==> src/rtl/tone_synth.sv <==
// Sample-rate tone generator: phase accumulator, selectable waveform and an
// attack/sustain/release envelope. It produces signed 16-bit PCM on a valid/ready handshake.
module tone_synth #(
    parameter int unsigned SAMPLE_DIV   = 1042,
    parameter int unsigned ATTACK_STEP  = 4,
    parameter int unsigned RELEASE_STEP = 2
) (
    input  logic        clk,
    input  logic        reset,
    input  logic [31:0] freq,
    input  logic [1:0]  wave_sel,
    input  logic        sample_ready,
    output logic [15:0] sample_data,
    output logic        sample_valid,
    output logic        busy,
    output logic        overrun
);

    localparam int unsigned CntW = (SAMPLE_DIV > 1) ? $clog2(SAMPLE_DIV) : 1;
    localparam logic [CntW-1:0] CntMax = CntW'(SAMPLE_DIV - 1);
    localparam logic [8:0] AttStep = 9'(ATTACK_STEP);
    localparam logic [7:0] RelStep = 8'(RELEASE_STEP);

    typedef enum logic [1:0] {
        StIdle,
        StAttack,
        StSustain,
        StRelease
    } env_state_e;

    logic [CntW-1:0] cnt_q, cnt_d;
    logic [31:0]     phase_q, phase_d;
    logic [31:0]     inc_q, inc_d;
    logic [7:0]      env_q, env_d;
    env_state_e      state_q, state_d;
    logic [15:0]     data_q, data_d;
    logic            valid_q, valid_d;
    logic            overrun_q, overrun_d;

    logic               tick;
    logic               retrig;
    logic [14:0]        tri_t;
    logic [15:0]        raw;
    logic signed [24:0] raw_ext;
    logic signed [24:0] env_ext;
    logic signed [24:0] prod;
    logic [15:0]        scaled;
    logic [8:0]         env_sum;
    logic [7:0]         env_att;
    logic [7:0]         env_rel;
    logic               unused_prod;

    assign tick   = (cnt_q == CntMax);
    assign retrig = (freq != 32'd0) && (freq != inc_q);

    // Raw waveform from the current phase, then scale by the envelope.
    always_comb begin
        tri_t = phase_q[31] ? ~phase_q[30:16] : phase_q[30:16];
        raw   = 16'h0000;
        unique case (wave_sel)
            2'd0:    raw = phase_q[31] ? 16'h8001 : 16'h7FFF;
            2'd1:    raw = {~phase_q[31], phase_q[30:16]};
            2'd2:    raw = {~tri_t[14], tri_t[13:0], 1'b0};
            default: raw = 16'h0000;
        endcase
        raw_ext = 25'($signed(raw));
        env_ext = $signed({17'd0, env_q});
        prod    = raw_ext * env_ext;
        // Bits [23:8] give an arithmetic shift right by 8 (floor).
        scaled  = prod[23:8];
    end

    assign unused_prod = ^{prod[24], prod[7:0]};

    // Saturating envelope step values for attack and release.
    always_comb begin
        env_sum = {1'b0, env_q} + AttStep;
        env_att = (env_sum > 9'd255) ? 8'hFF : env_sum[7:0];
        env_rel = (env_q > RelStep) ? (env_q - RelStep) : 8'd0;
    end

    // Next-state logic: sample divider, handshake, accumulator and envelope FSM.
    always_comb begin
        cnt_d     = tick ? '0 : cnt_q + 1'b1;
        phase_d   = phase_q;
        inc_d     = inc_q;
        env_d     = env_q;
        state_d   = state_q;
        data_d    = data_q;
        valid_d   = valid_q;
        overrun_d = overrun_q;

        if (valid_q && sample_ready) begin
            valid_d = 1'b0;
        end

        if (tick) begin
            // A new sample always wins over a same-cycle acceptance.
            data_d  = scaled;
            valid_d = 1'b1;
            if (valid_q && !sample_ready) begin
                overrun_d = 1'b1;
            end
            phase_d = phase_q + inc_q;

            if (retrig) begin
                // Retrigger keeps env so a new note does not click down to zero.
                inc_d   = freq;
                phase_d = 32'd0;
                state_d = StAttack;
            end else begin
                unique case (state_q)
                    StIdle: begin
                        env_d = 8'd0;
                    end
                    StAttack: begin
                        if (freq == 32'd0) begin
                            state_d = StRelease;
                        end else begin
                            env_d = env_att;
                            if (env_att == 8'hFF) begin
                                state_d = StSustain;
                            end
                        end
                    end
                    StSustain: begin
                        if (freq == 32'd0) begin
                            state_d = StRelease;
                        end
                    end
                    StRelease: begin
                        env_d = env_rel;
                        if (env_rel == 8'd0) begin
                            state_d = StIdle;
                            inc_d   = 32'd0;
                            phase_d = 32'd0;
                        end
                    end
                    default: begin
                        state_d = StIdle;
                    end
                endcase
            end
        end
    end

    // State registers with synchronous active-high reset.
    always_ff @(posedge clk) begin
        if (reset) begin
            cnt_q     <= '0;
            phase_q   <= 32'd0;
            inc_q     <= 32'd0;
            env_q     <= 8'd0;
            state_q   <= StIdle;
            data_q    <= 16'd0;
            valid_q   <= 1'b0;
            overrun_q <= 1'b0;
        end else begin
            cnt_q     <= cnt_d;
            phase_q   <= phase_d;
            inc_q     <= inc_d;
            env_q     <= env_d;
            state_q   <= state_d;
            data_q    <= data_d;
            valid_q   <= valid_d;
            overrun_q <= overrun_d;
        end
    end

    assign sample_data  = data_q;
    assign sample_valid = valid_q;
    assign overrun      = overrun_q;
    assign busy         = (state_q != StIdle);

endmodule

==> config.mk <==
export PLATFORM = sky130hd
export DESIGN_NAME = tone_synth
export DESIGN_NICKNAME = d
export VERILOG_FILES = /design/src/rtl/tone_synth.sv
export SDC_FILE = /design/constraint.sdc
export NUM_CORES = 1
export LEC_CHECK = 0
export CAP_MARGIN = 5
export CORE_ASPECT_RATIO = 1.1
export CORE_UTILIZATION = 36
export CTS_BUF_LIST = sky130_fd_sc_hd__clkbuf_2
export DETAILED_ROUTE_END_ITERATION = 8
export PLACE_DENSITY_LB_ADDON = 0.2
export REMOVE_ABC_BUFFERS = 1
export SYNTH_ARGS = -nofsm -noshare
export SYNTH_HDL_FRONTEND = slang
export SYNTH_SLANG_ARGS = --single-unit
==> constraint.sdc <==
create_clock -name clk -period 6.38 [get_ports clk]
set_input_delay 1.276 -clock clk [delete_from_list [all_inputs] [get_ports clk]]
set_output_delay 1.276 -clock clk [all_outputs]
set_load 0.005 [all_outputs]
# == Word level (Yosys, flattened, before mapping) ==
# Cells that the tools add are included.
# word_totals
register_bits,103
input_bits,37
# classes
n_bitwise,4
reduce_logical,20
eq_ne,12
order_cmp,2
mul,1
add_sub_neg,4
n_mux,21
# ops
operator,count
2-to-1 mux 32 bit,6
case mux 16 bit (3 select lines),1
adder 32 bit,1
logical NOT 32 bit,1
!= test 32 bit,1
nonzero test 32 bit,1
multiplier 16 x 9 -> 24 bit,1
2-to-1 mux 8 bit,3
case mux 8 bit (3 select lines),1
2-to-1 mux 16 bit,1
2-to-1 mux 15 bit,1
inverter 15 bit,1
adder 11 x 1 -> 11 bit (second input constant),1
equality test 11 bit (second input constant),1
2-to-1 mux 2 bit,5
adder 8 x 3 -> 9 bit (second input constant),1
greater-than comparator 9 x 8 -> 1 bit (second input constant),1
equality test 8 bit (second input constant),1
greater-than comparator 8 x 2 -> 1 bit (second input constant),1
logical NOT 8 bit,1
nonzero test 2 bit,4
subtractor 8 x 2 -> 8 bit (second input constant),1
equality test 2 bit (second input constant),3
!= test 3 bit (second input constant),2
other kinds (16),23

# == Logic depth before layout (Yosys ltp) ==
# depth
ltp_word,8
mapped_depth,23

# == Least setup slack after synthesis ==
# No wires, ideal clock.
# synth_timing
path_type,input port to flip-flop
from,input port wave_sel[0]
to,"register data_q[15], in the netlist sample_data[15]"
setup_slack_ns,-0.094
arrival_ns,6.339
required_time_ns,6.245
cell_stages,23
path_buffers,1
cell_sequence,inv_1 nor2_1 clkbuf_1 nand2_1 o21ai_1 nand2_1 fa_1 inv_1 fa_1 fa_1 inv_1 fa_1 inv_1 ha_1 and3_1 nor2b_1 or3_1 a21oi_1 o211ai_2 a41o_1 a21oi_2 xnor2_1 a211oi_2
# synth_via
elab_chain_cells,3
elab_cells_between_ends,5
# synth_lines
element,line_no,source
start: declaration,11,"input logic [1:0] wave_sel,"
"equality test 2 bit, or another cell as far along",60,unique case (wave_sel)
case mux 16 bit (3 select lines) *,60,
multiplier 16 x 9 -> 24 bit *,68,prod = raw_ext * env_ext;
end signal: assignment,164,data_q <= data_d;
end: declaration,36,"logic [15:0] data_q, data_d;"
# Every way passes the cells marked *; elsewhere a longest branch is shown, timed or not.
# A chain may end at the register's enable or synchronous reset.

# == Final worst setup path ==
# layout_timing
from,input port wave_sel[0]
to,"register data_q[14], in the netlist sample_data[14]"
# Same word-level chain as after synthesis.

==> results by group <==
Run status
  – Result of the run: completed

Min path
  – Worst-case hold path end point: sample_data[8]$_SDFFE_PP0P_
  – Hold path startpoint: sample_data[8]$_SDFFE_PP0P_
  – Hold depth: 2
  – Worst min-delay path class: flop to flop

Placed design
  – Final weighted congestion of routability-driven global placement: 0.857
  – Post-DP HPWL: 21200 µm
  – Port Buffers: 55
  – Placed instance area: 12000 µm²

STA
  – Slew HR: 43.4%
  – Worst-case clock skew: 0.0600 ns
  – Worst-margin pin slew: 0.827 ns
  – Achievable Freq: 0.162 GHz
  – Count of endpoints failing hold in the final timing report: 0
  – Final worst-path cycle share: 96.8%
  – Post-layout min period: 6.18 ns
  – Final Setup Violations: 0
  – Number of pins with negative max-slew slack in the final report: 0
  – Unrepaired setup endpoints after global routing: no
  – Hold WS: 0.465 ns

Routing
  – Total detailed-routing wirelength: 26700 µm
  – Average vias per placed instance: 5.08
  – Drt pass-1 iters: 7
  – DRC violations left: 0
  – Antenna-violating nets left: 0
  – Wirelength per Cell: 15.4 µm
  – Initial detailed-routing violation count: 422
  – Total vias in the final route: 8831

Run
  – Max-cap check violation count: 0

Synth
  – Library cell with the largest summed area after synthesis: sky130_fd_sc_hd__dfxtp_1
  – Synthesized instance count: 1253
  – Synth unique cells: 71
  – Yosys warning count: 0
  – Cell area after synthesis: 10500 µm²
  – Synthesis-stage register bit count: 103
  – Top cells by area in the synthesized netlist: sky130_fd_sc_hd__dfxtp_1 20%, sky130_fd_sc_hd__fa_1 19%, sky130_fd_sc_hd__ha_1 9.8%, sky130_fd_sc_hd__inv_1 5.4%, sky130_fd_sc_hd__nand2_1 5.4%
  – Part of the Yosys area used for sequential elements: 19.6%
  – Mean post-synth cell area: 8.38 µm²
  – Number of enable-type register cells in the synthesized netlist: 0
  – Most used flip-flop cell after synthesis: sky130_fd_sc_hd__dfxtp_1
  – Share of the synthesized area in the top cell type: 19.6%
  – Top cell types by occurrence after synthesis: 150 x sky130_fd_sc_hd__inv_1, 150 x sky130_fd_sc_hd__nand2_1, 103 x sky130_fd_sc_hd__dfxtp_1, 100 x sky130_fd_sc_hd__fa_1, 89 x sky130_fd_sc_hd__nor2_1
  – Asr flop ratio synth: 0%

Setup path
  – Start of the worst register-to-register path: phase_q[31]$_SDFFE_PP0P_
  – End of the worst register-to-register path: sample_data[14]$_SDFFE_PP0P_
  – Count of buffer and inverter cells on the critical path: 8
  – Nature of the critical path startpoint: input pin
  – Required time of the critical path: 7.02 ns
  – Cell-by-cell trace of the critical path: clkdlybuf4s50_1, inv_2, nor2_4, buf_2, buf_4, nand2_1, o21ai_0, buf_4, and2_1, fa_1, fa_1, inv_1, fa_1, fa_1, inv_1, ha_1, or3_1, a221o_1, a31oi_4, o211ai_4, a41o_1, buf_4, xor2_1, a22o_1
  – Maximum cell stage delay along the critical path: 0.55 ns
  – Path type of the worst setup path: input pin to flop
  – Worst setup path startpoint: wave_sel[0]
  – Crit path top cell by count: sky130_fd_sc_hd__fa_1
  – Reg2Reg Setup Slack: 0.88 ns
  – Worst Setup End Kind: flop
  – Family with the most delay on the worst path: adder cells
  – Arrival time of data at the critical path endpoint: 6.81 ns
  – Critical path fanouts, max: 6
  – Worst reg2reg path depth: 22
  – Master of the slowest instance on the critical path: sky130_fd_sc_hd__fa_1

Floorplanning
  – Floorplan Core Area: 28700 µm²
  – Effective utilization at floorplan: 36.6%
  – Total I/O pin count: 56
  – Area of the die: 29900 µm²
  – Overall die height: 181 µm
  – # rows: 65
  – Die W: 165 µm

Cells and area
  – Area overhead of the layout relative to synthesis: 16.5%
  – Final Util: 42.6%
  – Number of nets in the layout: 1582
  – Fraction of final layout cells with drive strength greater than 1: 10.4%
  – Final design area excluding fillers: 12200 µm²

CTS
  – Number of clock buffers inserted by TritonCTS: 9
  – H-tree depth: 3
  – Clock input transition at the sequential cells of the worst setup and hold paths: 0.33 ns
  – Clk sinks: 103
  – Clk_lat worst skew: 0.71 ns
  – Clock tree from TritonCTS: done
  – Hold buffer count at CTS: 0
  – Master cell of the clock root buffer: sky130_fd_sc_hd__clkbuf_2
  – Clk buf depth: 2

Global route
  – Total track usage: 18.8%
  – Largest net degree at the start of global routing: 46
  – Wire length of the first global-routing pass: 44600 µm
  – Grt total ovfl: 0
  – Number of antenna violations at the first check in global routing: 2
  – Vias in the first global route: 8760

Power
  – Leakage: 5.81 nW
  – VDD IR max: 111 µV
  – Power per standard cell area: 95.8 nW/µm²
## routing by layer
layer	global-route usage (%)	vias up	part of all wire (%)
met1	24.6	4281	47
met5	0	-	0
met3	2.11	26	2.4
met4	4.95	0	1.5
li1	-	4404	-
met2	32.4	120	49
## report_power, final
part | internal (mW) | switching (mW) | total, mW | leakage (nW)
clock network | 0.135 | 0.278 | 0.413 | 0.0807
logic | 0.0504 | 0.0572 | 0.108 | 4.90
registers | 0.649 | 0.00189 | 0.651 | 0.830
total | 0.834 | 0.337 | 1.17 | 5.81
## state kept, by name, summed over array words and instances, names as in the netlist
signal and count:
inc_q 32, phase_q 32, sample_data 16, cnt_q 11, env_q 8, state_q 2, overrun 1, sample_valid 1
## placed cells by master, fill, tap and decap left out, drive strengths merged, types with 7 or more instances in the layout
cell,instances
nor3,12
nor2,90
nand2b,19
nor2b,7
ha,82
a21o,17
inv,152
and2,54
dfxtp,103
clkbuf,9
o21ai,48
clkdlybuf4s50,53
a22o,34
nand3,18
nand4,13
a31oi,9
xnor2,50
buf,96
xor2,56
nand2,150
a21oi,63
nor4,20
fa,100
a22oi,36
## worst reg2reg max path: cells and delay by family (launching register included)
family / cells / cell delay [ns]
DFF: 1 / 0.38
buffers and inverters: 6 / 0.73
adders and majority gates: 5 / 2.27
xor gates and xnor gates: 2 / 0.25
AOI/OAI and AO/OA: 6 / 1.33
and+or+nand+nor: 3 / 0.50
## layout make-up
type / instances / area [µm²]
tap: 368 / 460
clock buffer: 9 / 45.0
sequential: 103 / 2060
fill: 2903 / 16500
multi-input combinational: 949 / 7720
antenna: 2 / 5.00
clock inverter: 7 / 104
inverter: 150 / 563
timing repair buffer: 150 / 1270
## worst max path at each step
stage                     slack (ns)                           end  cells after the start
final                           0.20  sample_data[14]$_SDFFE_PP0P_                     24
after global routing            0.01  sample_data[15]$_SDFFE_PP0P_                     24
after CTS                       0.17  sample_data[15]$_SDFFE_PP0P_                     23
after detailed placement       -0.62  sample_data[15]$_SDFFE_PP0P_                     23
after global placement         -0.55  sample_data[15]$_SDFFE_PP0P_                     24
after floorplan                -0.31  sample_data[15]$_SDFFE_PP0P_                     22
## stage by stage
step	std cells	TNS [ns]	total power [mW]	setup WS [ns]
floorplan	1202	-0.933	0.692	-0.314
global placement	1716	-4.74	0.768	-0.547
detailed placement	1716	-4.98	0.768	-0.619
CTS	1732	0	1.19	0.172
global route	1738	0	1.22	0.0114
finish	1738	0	1.17	0.204
## kinds of logic after synthesis
family | synth area share (%)
compound gates | 16.5
xor+xnor | 8.84
fa+ha+maj | 28.8
buf+inv | 7.42
flops | 19.6
mux | 0.0953
simple gates | 18.6
## what timing repair did
item,4_1_cts,5_1_grt
resized for setup,0,12
endpoints found under the setup margin,0,5
buffers inserted,0,3
Note: power is estimated with default switching activity, not from simulation.
